File: config.mk
export PLATFORM = sky130hd
export DESIGN_NAME = reg_32_secuenciador
export DESIGN_NICKNAME = d
export VERILOG_FILES = /design/src/rtl/reg_32_secuenciador_pkg.sv /design/src/rtl/reg_32_sec_contador.sv /design/src/rtl/reg_32_secuenciador.sv
export SDC_FILE = /design/constraint.sdc
export NUM_CORES = 1
export LEC_CHECK = 0
export ABC_AREA = 1
export CAP_MARGIN = 20
export CORE_ASPECT_RATIO = 1.2
export CORE_MARGIN = 2
export CORE_UTILIZATION = 48
export CTS_CLUSTER_DIAMETER = 40
export DETAILED_ROUTE_END_ITERATION = 10
export PLACE_DENSITY = 0.84
export SLEW_MARGIN = 0
export SYNTH_ARGS = -nofsm -noshare
export SYNTH_HDL_FRONTEND = slang
export SYNTH_HIERARCHICAL = 1
export SYNTH_SLANG_ARGS = --single-unit
export TNS_END_PERCENT = 30
File: constraint.sdc
create_clock -name CLK -period 4.55 [get_ports CLK]
set_input_delay 0.91 -clock CLK [delete_from_list [all_inputs] [get_ports CLK]]
set_output_delay 0.91 -clock CLK [all_outputs]
set_load 0.01 [all_outputs]
File: src/rtl/reg_32_secuenciador_pkg.sv
// Shared types and codes for the reg_32 command sequencer: command ops,
// register MODO codes, FSM state encoding and the latched command payload.
package reg_32_secuenciador_pkg;

  localparam int unsigned DATA_W  = 32;
  localparam int unsigned CNT_W   = 6;
  localparam int unsigned STATS_W = 16;

  typedef enum logic [1:0] {
    OP_LOAD   = 2'b00,
    OP_SHIFT  = 2'b01,
    OP_ROT    = 2'b10,
    OP_LSHIFT = 2'b11
  } op_e;

  typedef enum logic [1:0] {
    MODO_SHIFT = 2'b00,
    MODO_ROT   = 2'b01,
    MODO_LOAD  = 2'b10
  } modo_e;

  typedef enum logic [2:0] {
    ST_IDLE    = 3'd0,
    ST_LOAD    = 3'd1,
    ST_SHIFT   = 3'd2,
    ST_CAPTURE = 3'd3,
    ST_RESP    = 3'd4
  } state_e;

  typedef struct packed {
    op_e               op;
    logic              dir;
    logic              sin;
    logic [DATA_W-1:0] data;
  } cmd_t;

  // Effective shift count: requests above max_cnt are clamped
  function automatic logic [CNT_W-1:0] clamp_cnt(input logic [CNT_W-1:0] cnt,
                                                 input int unsigned max_cnt);
    return (32'(cnt) > max_cnt) ? CNT_W'(max_cnt) : cnt;
  endfunction

endpackage

File: src/rtl/reg_32_sec_contador.sv
// Loadable down-counter sequencing the SHIFT phase; last flags the final cycle.
module reg_32_sec_contador
  import reg_32_secuenciador_pkg::*;
(
  input  logic             clk,
  input  logic             rst,
  input  logic             load,
  input  logic             dec,
  input  logic [CNT_W-1:0] load_val,
  output logic [CNT_W-1:0] cnt,
  output logic             last
);

  always_ff @(posedge clk) begin
    if (rst) begin
      cnt <= '0;
    end else if (load) begin
      cnt <= load_val;
    end else if (dec && (cnt != '0)) begin
      cnt <= cnt - CNT_W'(1);
    end
  end

  assign last = (cnt == CNT_W'(1));

endmodule

File: src/rtl/reg_32_secuenciador.sv
// Command-driven controller for the 32-bit shift register: load/shift/rotate
// sequencing plus result capture. REG32_SEQ_STATS_EN adds the SHIFT_TOTAL counter.
module reg_32_secuenciador
  import reg_32_secuenciador_pkg::*;
#(
  parameter int unsigned MAX_CNT = 32
) (
  input  logic              CLK,
  input  logic              RST,
  input  logic              CMD_VALID,
  output logic              CMD_READY,
  input  logic [1:0]        CMD_OP,
  input  logic              CMD_DIR,
  input  logic [CNT_W-1:0]  CMD_CNT,
  input  logic              CMD_SIN,
  input  logic [DATA_W-1:0] CMD_DATA,
  output logic              ENB,
  output logic              DIR,
  output logic [1:0]        MODO,
  output logic              S_IN,
  output logic [DATA_W-1:0] D,
  input  logic [DATA_W-1:0] Q,
  output logic              RES_VALID,
  input  logic              RES_READY,
  output logic [DATA_W-1:0] RES_DATA
`ifdef REG32_SEQ_STATS_EN
  ,
  output logic [STATS_W-1:0] SHIFT_TOTAL
`endif
);

  state_e            state, state_next;
  cmd_t              cmd_q, cmd_in, cmd_cur;
  logic              accept;
  logic [CNT_W-1:0]  n_eff, cnt;
  logic              cnt_last, cnt_load, cnt_dec;
  logic              enb_d, dir_d, sin_d;
  modo_e             modo_d;
  logic [DATA_W-1:0] d_d;

  assign cmd_in    = '{op: op_e'(CMD_OP), dir: CMD_DIR, sin: CMD_SIN, data: CMD_DATA};
  assign accept    = (state == ST_IDLE) && CMD_VALID;
  assign cmd_cur   = accept ? cmd_in : cmd_q;
  assign n_eff     = clamp_cnt(CMD_CNT, MAX_CNT);
  assign CMD_READY = (state == ST_IDLE) && !RST;

  reg_32_sec_contador u_contador (
    .clk      (CLK),
    .rst      (RST),
    .load     (cnt_load),
    .dec      (cnt_dec),
    .load_val (n_eff),
    .cnt      (cnt),
    .last     (cnt_last)
  );

  always_ff @(posedge CLK) begin
    if (RST) state <= ST_IDLE;
    else     state <= state_next;
  end

  // Next state, then register-drive values decoded from the state being entered
  always_comb begin
    state_next = state;
    cnt_load   = 1'b0;
    cnt_dec    = 1'b0;
    enb_d      = 1'b0;
    modo_d     = MODO_SHIFT;
    dir_d      = 1'b0;
    sin_d      = 1'b0;
    d_d        = '0;

    case (state)
      ST_IDLE: begin
        if (accept) begin
          cnt_load = 1'b1;
          if ((cmd_in.op == OP_LOAD) || (cmd_in.op == OP_LSHIFT)) state_next = ST_LOAD;
          else if (n_eff != '0)                                 state_next = ST_SHIFT;
          else                                                  state_next = ST_CAPTURE;
        end
      end
      ST_LOAD: begin
        if ((cmd_q.op == OP_LSHIFT) && (cnt != '0)) state_next = ST_SHIFT;
        else                                        state_next = ST_CAPTURE;
      end
      ST_SHIFT: begin
        cnt_dec = 1'b1;
        if (cnt_last) state_next = ST_CAPTURE;
      end
      ST_CAPTURE: state_next = ST_RESP;
      ST_RESP:    if (RES_READY) state_next = ST_IDLE;
      default:    state_next = ST_IDLE;
    endcase

    case (state_next)
      ST_LOAD: begin
        enb_d  = 1'b1;
        modo_d = MODO_LOAD;
        d_d    = cmd_cur.data;
      end
      ST_SHIFT: begin
        enb_d  = 1'b1;
        modo_d = (cmd_cur.op == OP_ROT) ? MODO_ROT : MODO_SHIFT;
        dir_d  = cmd_cur.dir;
        sin_d  = cmd_cur.sin;
      end
      default: ;
    endcase
  end

  always_ff @(posedge CLK) begin
    if (RST) begin
      cmd_q     <= '0;
      ENB       <= 1'b0;
      DIR       <= 1'b0;
      MODO      <= 2'(MODO_SHIFT);
      S_IN      <= 1'b0;
      D         <= '0;
      RES_VALID <= 1'b0;
      RES_DATA  <= '0;
    end else begin
      if (accept) cmd_q <= cmd_in;
      ENB       <= enb_d;
      DIR       <= dir_d;
      MODO      <= 2'(modo_d);
      S_IN      <= sin_d;
      D         <= d_d;
      RES_VALID <= (state_next == ST_RESP);
      if (state == ST_CAPTURE) RES_DATA <= Q;
    end
  end

`ifdef REG32_SEQ_STATS_EN
  logic [STATS_W-1:0] shift_total;

  // Saturating count of shift/rotate enable cycles
  always_ff @(posedge CLK) begin
    if (RST) begin
      shift_total <= '0;
    end else if (ENB && (MODO != 2'(MODO_LOAD)) && (shift_total != {STATS_W{1'b1}})) begin
      shift_total <= shift_total + STATS_W'(1);
    end
  end

  assign SHIFT_TOTAL = shift_total;
`endif

endmodule
==> results.py <==
metrics = {
    "cts": {
        "cts-hold-fix-buffers": 0,
        "cts_sinks": 115,
        "clk_latency_ns": 0.52,
        "cts_root_buffer": "clkbuf_8",
        "h-tree-depth": 4,
        "ctsResizeCount": 0,
        "cts_tree": "done",
        "cts_buffers": 17,
        "cts_setup_buffers": 0,
        "cts.clk_slew.worst_paths_ns": 0.05,
        "clock_path_buffers": 2,
    },
    "drt": {
        "wl_per_cell_um": 13.4,
        "viasPerCell": 4.67,
        "drc_errors": 0,
        "drt-initial-drc-count": 167,
        "dr.pass1.iters": 4,
        "vias": 3910,
        "ant_nets": 0,
        "totalWireLength_um": 11200,
    },
    "worst_setup_path": {
        "cp_data_required_time_ns": 3.64,
        "crit_fanout": 11,
        "worstSetupPathType": "in -> out",
        "worstPathArrival_ns": 2.43,
        "critPathTopFamily": "buffers and inverters",
        "cp-start-kind": "input pin",
        "cp_slowest_cell": "clkdlybuf4s50_1",
        "path_cells": "clkdlybuf4s50_1, nor4_1, clkdlybuf4s50_1",
        "cpPeakStageDelay_ns": 0.63,
        "endpoint_kind": "output pin",
        "critical_path.most_common_cell": "clkdlybuf4s50_1",
        "critPathBufInv": 2,
    },
    "finish": {
        "final_common_cell": "nand2_1",
        "finalInstanceArea_sq_mm": 0.00633,
        "fillers": 652,
        "final_nets": 788,
        "drive_gt1_frac": 0.0708,
        "diodes": 0,
        "area_growth_pct": 48.6,
        "final_cell_mix": "153 x nand2_1, 148 x clkdlybuf4s50_1, 124 x nor2_1",
    },
    "job": {
        "drv_cap": 0,
    },
    "logic_synthesis": {
        "syn_area_per_cell_sq_um": 7.55,
        "netlist.top_cell.by_area": "dfxtp_1",
        "synth_top_area_share": 0.540,
        "ys_ff_latch": 115,
        "yosysSeqAreaShare": 0.540,
        "yosysWarnings": 6,
        "synth_fp_nets": 645,
        "ys_top_cells_by_area": "dfxtp_1 54%, nand2_1 13%, nor2_1 11%, inv_1 4.9%, o21ai_0 4.2%",
        "synth_area_sq_mm": 0.00426,
        "syn_inst": 564,
        "synth_cell_types": 32,
    },
    "floorplanning": {
        "initial_core_util": 0.495,
        "dieWidth_um": 90,
        "die_h_um": 107,
        "die_area_sq_mm": 0.00965,
        "ios": 149,
        "rows": 37,
        "coreArea_sq_mm": 0.00861,
    },
    "place": {
        "numPortBuffers": 148,
        "dp_hpwl_um": 7440,
        "placed_area_sq_mm": 0.00576,
        "gp_congestion": 0.934,
    },
    "timing": {
        "slew_violations": 0,
        "period_share": 0.734,
        "period_needed_ns": 3.34,
        "setup_viol": 0,
        "clock.fmax_mhz": 300,
        "setup_tns_ns": 0,
        "relSlewSlack": 0.311,
        "rsz0062_at_grt": "no",
        "skew_ns": 0.0126,
        "final-hold-violation-count": 0,
        "worst_pin_slew_ns": 1.03,
    },
    "power_and_ir_drop": {
        "p_per_area_mw_per_mm2": 468,
        "leakage_nw": 3.00,
        "max-vdd-ir-drop_v": 0.000288,
    },
    "global_route": {
        "groute.usage.overall": 0.239,
        "grt_pass1_vias": 4025,
        "grt_pass1_wl_um": 18200,
        "grt_max_degree": 69,
        "antenna_found_initial": 0,
        "grt.overflow.total": 0,
    },
    "hold_path": {
        "hp-class": "reg -> reg",
    },
    "outcome": {
        "status": "finished clean",
    },
}
synthesized netlist by cell type, drive strengths merged:
cell / number
a21oi: 9
and3: 1
buf: 16
clkbuf: 10
dfxtp: 115
ha: 3
inv: 60
nand2: 156
nand3: 15
nand4: 3
nor2: 126
nor3: 2
nor4: 1
o211ai: 3
o21ai: 37
or2: 4
xnor2: 1
xor2: 2
registers in the layout (all words and copies together) (netlist names):
| name | flops |
|---|---|
| RES_DATA | 32 |
| cmd_q | 36 |
| MODO | 2 |
| D | 32 |
| RES_VALID | 1 |
| DIR | 1 |
| state | 3 |
| S_IN | 1 |
| u_contador/cnt | 6 |
| ENB | 1 |
power breakdown:
part / switching (mW) / total (mW) / internal (mW)
Clock: 0.444 / 1.28 / 0.841
Sequential: 0.0481 / 1.14 / 1.09
Combinational: 0.301 / 0.535 / 0.235
path summary, 6_finish.rpt:
| path | slack (ns) | cells past startpoint | from | end |
|---|---|---|---|---|
| worst min-delay path | 0.50 | 2 | cmd_q[35] | cmd_q[35] |
| worst max-delay path | 1.21 | 3 | RST | CMD_READY |
| worst max register to register | 2.42 | 8 | state[1] | u_contador/cnt[2] |
| worst min register to register | 0.50 | 2 | cmd_q[35] | cmd_q[35] |
kinds of logic after synthesis:
logic type	Yosys count	share of synthesized area
adder cells (fa/ha/maj)	3	0.00881
flip-flops	115	0.540
AO/OA/AOI/OAI	49	0.0611
AND/OR/NAND/NOR	308	0.296
XOR/XNOR	3	0.00617
buffers and inverters	86	0.0875
routing by layer:
metal | up-vias | global-route usage | wire length, um
met4 | 0 | 0.122 | 360
met2 | 112 | 0.447 | 6080
met1 | 1768 | 0.239 | 4220
met5 | - | 0 | 0
li1 | 1995 | - | -
met3 | 35 | 0.0717 | 556
cell type report:
class / count / area [sq um] / area share
timing repair buffer: 150 / 1500 / 0.236
tap: 117 / 146 / 0.0231
multi-input combinational: 363 / 1590 / 0.250
inverter: 60 / 225 / 0.0356
clock buffer: 21 / 439 / 0.0694
clock inverter: 11 / 135 / 0.0213
sequential: 115 / 2300 / 0.364
tightest hold or removal path, delay by kind of cell (launching register included):
family / cells / cell delay, ns
AOI/OAI and AO/OA: 1 / 0.06
DFF: 1 / 0.31
and+or+nand+nor: 1 / 0.08
stage by stage:
| stage | utilization | total power [mW] | instances | hold WS, ns | worst slack (ns) |
|---|---|---|---|---|---|
| CTS | 0.735 | 2.97 | 837 | 0.503 | 1.20 |
| detailed placement | 0.668 | 1.69 | 805 | 0.487 | 1.22 |
| global route | 0.735 | 3.09 | 837 | 0.527 | 1.16 |
| floorplan | - | 1.49 | 564 | 0.467 | 2.23 |
| global placement | 0.668 | 1.67 | 805 | 0.478 | 1.23 |
| finish | 0.735 | 2.96 | 837 | 0.501 | 1.21 |
(Power assumes the default switching activity.)
